### src/rtl/mem_arb_pkg.sv
// Shared definitions for the two-master memory port arbiter.
package mem_arb_pkg;

    localparam int DATA_W_DEF = 256;
    localparam int ADDR_W_DEF = 32;

    localparam int M0 = 0;
    localparam int M1 = 1;

    typedef enum logic [1:0] {
        IDLE    = 2'd0,
        BUSY    = 2'd1,
        RELEASE = 2'd2
    } arb_state_t;

endpackage

### src/rtl/arb_rr2.sv
// Two-way picker: round-robin with a priority register, or m1-first fixed priority.
module arb_rr2
    import mem_arb_pkg::*;
#(
    parameter int FIXED_PRIO = 0
)(
    input  logic       clk_i,
    input  logic       rst_i,
    input  logic [1:0] i_req,
    input  logic       i_update,
    input  logic [1:0] i_owner,
    output logic [1:0] o_winner
);

    // 1 means m1 wins a tie, 0 means m0 wins a tie.
    logic r_prio;

    // After a served transaction the tie-break flips to the master that was not served.
    always_ff @(posedge clk_i or negedge rst_i) begin
        if (!rst_i) begin
            r_prio <= 1'b1;
        end else if (i_update && FIXED_PRIO == 0) begin
            r_prio <= i_owner[M0];
        end
    end

    // Pick a one-hot winner from the current requests.
    always_comb begin
        o_winner = 2'b00;
        if (FIXED_PRIO != 0) begin
            if (i_req[M1])      o_winner = 2'b10;
            else if (i_req[M0]) o_winner = 2'b01;
        end else if (i_req == 2'b11) begin
            o_winner = r_prio ? 2'b10 : 2'b01;
        end else begin
            o_winner = i_req;
        end
    end

endmodule

### src/rtl/mem_port_arbiter.sv
// Shares one memory port between the icache (m0) and dcache (m1) controllers.
// Grant is registered; the owner's request is forwarded combinationally while
// BUSY, and every ack is followed by a forced RELEASE cycle.
module mem_port_arbiter
    import mem_arb_pkg::*;
#(
    parameter int DATA_W     = DATA_W_DEF,
    parameter int ADDR_W     = ADDR_W_DEF,
    parameter int FIXED_PRIO = 0,
    parameter int TIMEOUT    = 1023
)(
    input  logic              clk_i,
    input  logic              rst_i,
    input  logic              m0_enable_i,
    input  logic              m0_write_i,
    input  logic [ADDR_W-1:0] m0_addr_i,
    input  logic [DATA_W-1:0] m0_data_i,
    output logic              m0_ack_o,
    input  logic              m1_enable_i,
    input  logic              m1_write_i,
    input  logic [ADDR_W-1:0] m1_addr_i,
    input  logic [DATA_W-1:0] m1_data_i,
    output logic              m1_ack_o,
    output logic [DATA_W-1:0] rd_data_o,
    output logic              mem_enable_o,
    output logic              mem_write_o,
    output logic [ADDR_W-1:0] mem_addr_o,
    output logic [DATA_W-1:0] mem_data_o,
    input  logic [DATA_W-1:0] mem_data_i,
    input  logic              mem_ack_i,
    output logic [1:0]        grant_o,
    output logic              timeout_o
);

    localparam int CW = (TIMEOUT < 2) ? 1 : $clog2(TIMEOUT + 1);

    arb_state_t  r_state;
    arb_state_t  w_state_nxt;
    logic [1:0]  r_grant;
    logic [1:0]  w_grant_nxt;
    logic [1:0]  w_req;
    logic [1:0]  w_winner;
    logic        w_update;
    logic [CW-1:0] r_wdog;
    logic [CW-1:0] w_wdog_inc;
    logic        r_timeout;

    function automatic logic [CW-1:0] wdog_sat_inc(input logic [CW-1:0] v);
        if (v == CW'(TIMEOUT)) return v;
        return v + CW'(1);
    endfunction

    assign w_req      = {m1_enable_i, m0_enable_i};
    assign w_wdog_inc = wdog_sat_inc(r_wdog);
    assign rd_data_o  = mem_data_i;
    assign grant_o    = r_grant;
    assign timeout_o  = r_timeout;

    arb_rr2 #(
        .FIXED_PRIO (FIXED_PRIO)
    ) u_pick (
        .clk_i    (clk_i),
        .rst_i    (rst_i),
        .i_req    (w_req),
        .i_update (w_update),
        .i_owner  (r_grant),
        .o_winner (w_winner)
    );

    // State and owner registers; reset abandons any transaction at once.
    always_ff @(posedge clk_i or negedge rst_i) begin
        if (!rst_i) begin
            r_state <= IDLE;
            r_grant <= 2'b00;
        end else begin
            r_state <= w_state_nxt;
            r_grant <= w_grant_nxt;
        end
    end

    // Next state, owner forwarding and ack routing.
    always_comb begin
        w_state_nxt  = r_state;
        w_grant_nxt  = r_grant;
        w_update     = 1'b0;
        mem_enable_o = 1'b0;
        mem_write_o  = 1'b0;
        mem_addr_o   = '0;
        mem_data_o   = '0;
        m0_ack_o     = 1'b0;
        m1_ack_o     = 1'b0;
        case (r_state)
            IDLE: begin
                if (|w_req) begin
                    w_state_nxt = BUSY;
                    w_grant_nxt = w_winner;
                end
            end
            BUSY: begin
                if (r_grant[M1]) begin
                    mem_enable_o = m1_enable_i;
                    mem_write_o  = m1_write_i;
                    mem_addr_o   = m1_addr_i;
                    mem_data_o   = m1_data_i;
                    m1_ack_o     = mem_ack_i;
                end else if (r_grant[M0]) begin
                    mem_enable_o = m0_enable_i;
                    mem_write_o  = m0_write_i;
                    mem_addr_o   = m0_addr_i;
                    mem_data_o   = m0_data_i;
                    m0_ack_o     = mem_ack_i;
                end
                if (mem_ack_i) begin
                    w_state_nxt = RELEASE;
                    w_grant_nxt = 2'b00;
                    w_update    = 1'b1;
                end
            end
            RELEASE: begin
                w_state_nxt = IDLE;
                w_grant_nxt = 2'b00;
            end
            default: begin
                w_state_nxt = IDLE;
                w_grant_nxt = 2'b00;
            end
        endcase
    end

    // Watchdog: counts un-acked BUSY cycles, saturates, and latches a sticky flag.
    always_ff @(posedge clk_i or negedge rst_i) begin
        if (!rst_i) begin
            r_wdog    <= '0;
            r_timeout <= 1'b0;
        end else if (r_state == IDLE) begin
            r_wdog <= '0;
        end else if (r_state == BUSY && !mem_ack_i && TIMEOUT != 0) begin
            r_wdog <= w_wdog_inc;
            if (w_wdog_inc == CW'(TIMEOUT)) r_timeout <= 1'b1;
        end
    end

endmodule

### config.mk
export PLATFORM = sky130hd
export DESIGN_NAME = mem_port_arbiter
export DESIGN_NICKNAME = d
export VERILOG_FILES = /design/src/rtl/mem_arb_pkg.sv /design/src/rtl/arb_rr2.sv /design/src/rtl/mem_port_arbiter.sv
export SDC_FILE = /design/constraint.sdc
export NUM_CORES = 1
export LEC_CHECK = 0
export ABC_AREA = 1
export CAP_MARGIN = 20
export CORE_AREA = 3 3 544 546
export DETAILED_ROUTE_END_ITERATION = 7
export DIE_AREA = 0 0 547 549
export GPL_TIMING_DRIVEN = 0
export RECOVER_POWER = 100
export SLEW_MARGIN = 20
export SYNTH_ARGS = -nofsm -noshare
export SYNTH_HDL_FRONTEND = slang
export SYNTH_SLANG_ARGS = --single-unit
### constraint.sdc
create_clock -name clk_i -period 1.5 [get_ports clk_i]
set_input_delay 0.3 -clock clk_i [delete_from_list [all_inputs] [get_ports clk_i]]
set_output_delay 0.3 -clock clk_i [all_outputs]
set_load 0.02 [all_outputs]
==> impl_metrics.yaml <==
outcome:
  status: "finished, violations left"
  violations: "setup timing"
drt:
  drt-vias-per-instance: 2.33
  met3_length_um: 35200
  top_layer_used: "met5"
  route.met2.wl_um: 112000
  drtIter0Drc: 692
  met1Wirelength_um: 74600
  drc_errors: 0
  wl_per_cell_um: 35.1
  vias: 15100
  firstDrtPassIters: 5
  drt_wl_total_um: 228000
  detail-route-antenna-nets: 0
yosys:
  synth.avg_cell_area_um2: 5.19
  yosys_warnings: 0
  synth_edf_count: 0
  ys_types: 32
  synth_top_area_frac: 0.324
  synth-seq-cells: 16
  synthArstFlopShare: 1.00
  synthTopCellsByArea: "nand2_1 32%, buf_4 28%, a21oi_1 21%"
  yosysTopAreaCell: "nand2_1"
  ys_seq_area_frac: 0.0573
  synth_area_um2: 7010
  synthesis.nets: 2192
  syn_inst: 1352
  ys.flop_type: "dfrtp_1"
setup_path:
  r2r_setup_slack_ns: -0.11
  start_kind: "register"
  critPathTopFamily: "buffers and inverters"
  cp.required_ns: 1.20
  crit_path_max_incr_delay_ns: 0.63
  crit_path_top_delay_cell: "dlygate4sd2_1"
  cp_common_cell: "buf_6"
  path_cells: "buf_6 -> nor2_4 -> buf_12 -> buf_6 -> nand2_2 -> a21oi_4 -> dlygate4sd2_1"
  path_max_fanout: 10
  critPathBufInv: 4
  arrival_ns: 2.26
  cp-end-kind: "output port"
  critPathKind: "reg2out"
clocking:
  cts.sinks: 16
  cts_buffer_depth: 2
  root_buffer: "clkbuf_16"
  insertion_delay_ns: 0.25
  cts_buffers: 3
  htreeDepth: 1
  cts_tree: "yes"
  path_clk_slew_ns: 0.05
cells_and_area:
  nFillCells: 33900
  area_growth_pct: 301
  final_common_cell: "clkdlybuf4s50_1"
  mostFrequentLayoutCells: "699 x clkdlybuf4s50_1, 488 x nand2_1, 250 x buf_4, 226 x a21oi_4, 142 x dlygate4sd3_1"
  nNetsFinal: 3363
  layout-drive-gt1-share: 0.416
pwr:
  p_sw_uw: 23900
  power_frac_seq: 0.016
  cellInternalPower_uw: 13200
  power.density_nw_per_um2: 1320
  p_leak_uw: 0.00924
  power_frac_comb: 0.968
  clockPowerShare: 0.016
  switching_share: 0.645
  ir_drop_mv: 0.813
die:
  io_pins: 1390
  dieArea_um2: 300000
  rows: 198
  start_util: 0.0241
  core_um2: 291000
  die_height_um: 549
  die_x_um: 547
worst_hold_path:
  holdCritPathClass: "reg2reg"
sta:
  rsz0062_at_grt: "true"
  period_minus_slack_ns: 2.56
  setup_viol: 323
  setup_tns_ns: -242.26
  relSlewSlack: 0.457
  worst_pin_slew_ns: 0.811
  slew_viol_final: 0
  hold_slack_ns: 0.491
  clock_skew_ns: 0.00224
  max_freq_mhz: 391
  fin_crit_sh: 1.71
  hold_viol_final: 0
  fin_ws_ns: -1.06
placed_design:
  dp_hpwl_um: 216000
  io_buffers: 1133
  place.gp.congestion: 0.917
  dp_slack_ns: -2.35
global_routing:
  grt_usage: 0.144
  grt-ovfl-total: 0
  grt_pass1_wl_um: 256000
  antenna_found_initial: 252
  grt_pass1_vias: 14500
  grt_max_degree: 17
job:
  drv_cap: 0
==> power groups by stage <==
stage                     sequential [uW]  clock, uW  combinational [uW]
after floorplan                       613          0               15700
after global placement                587          0               34100
after detailed placement              591          0               34100
after CTS                             584        588               36600
after global routing                  595        620               38300
final                                 585        594               35900
==> cell type report <==
cell class	count	area, um^2	share of cell area
Clock buffer	4	88.8	0.00316
Timing Repair Buffer	1167	11800	0.419
Multi-Input combinational cell	962	7510	0.267
Inverter	20	78.8	0.00280
Sequential cell	16	404	0.0144
Buffer	353	3220	0.114
Tap cell	3900	4880	0.173
Antenna cell	73	183	0.00649
==> cells by family (layout without fill, tap and decap cells) <==
family,count (synthesis),after routing,synth area share
other,0,73,0
adder cells (fa/ha/maj),1,1,0.00178
AND/OR/NAND/NOR,650,650,0.360
buffers and inverters,374,1544,0.355
flip-flops,16,16,0.0573
XOR/XNOR,2,2,0.00250
AO/OA/AOI/OAI,309,309,0.224
==> repair_timing <==
| action | 4_1_cts | 5_1_grt |
|---|---|---|
| endpoints found under the setup margin | 332 | 323 |
| gates resized for setup | 1242 | 417 |
| gates cloned | 3 | 1 |
| hold buffers | 0 | 0 |
| pin swaps | 20 | 11 |
| buffers inserted | 16 | 16 |
==> worst register-to-register path: cells and delay by family (launching register included) <==
kind / cells / cell delay (ns)
fa+ha+maj: 1 / 0.20
flops: 1 / 0.39
simple gates: 8 / 0.97
==> registers in the layout, indices dropped and copies added, names as in the netlist <==
name / count
grant_o: 2
u_pick.r_prio: 1
r_state: 2
r_wdog: 10
timeout_o: 1
==> worst paths after layout <==
| kind | startpoint | to | depth (start not counted) |
|---|---|---|---|
| max reg2reg | r_wdog[0]$_DFFE_PN0P_ | timeout_o$_DFFE_PN0P_ | 9 |
| min | u_pick.r_prio$_DFFE_PN1P_ | u_pick.r_prio$_DFFE_PN1P_ | 2 |
| max | grant_o[1]$_DFFE_PN0P_ | mem_data_o[13] | 7 |
| min in group asynchronous | rst_i | r_wdog[8]$_DFFE_PN0P_ | 1 |
| max in group asynchronous | rst_i | grant_o[1]$_DFFE_PN0P_ | 1 |
| min reg2reg | u_pick.r_prio$_DFFE_PN1P_ | u_pick.r_prio$_DFFE_PN1P_ | 2 |
==> Yosys cell counts, types with 2 or more instances <==
cell / n
nand3_2: 2
buf_1: 12
clkbuf_1: 38
nand2_1: 606
o21ai_0: 9
buf_2: 36
a21oi_1: 291
nand3_1: 17
inv_1: 18
xor2_1: 2
nor2_4: 3
buf_6: 9
o22ai_1: 4
dfrtp_1: 15
buf_4: 259
nor2_1: 14
nor2_2: 2
==> stage by stage <==
stage	utilization	total power [uW]	cell area, um^2	instances
detailed placement	0.0910	34700	26500	6385
CTS	0.0952	37700	27700	6407
global placement	0.0910	34700	26500	6385
finish	0.0967	37100	28200	6495
global route	0.0965	39500	28100	6469
floorplan	-	16300	10300	1352
==> metal layers <==
metal,vias to the layer above,GRT usage
met5,-,0
met4,136,0.0349
met3,349,0.100
met2,1276,0.252
met1,6888,0.136
li1,6480,-
No activity file was read; power rests on OpenSTA's default activity.
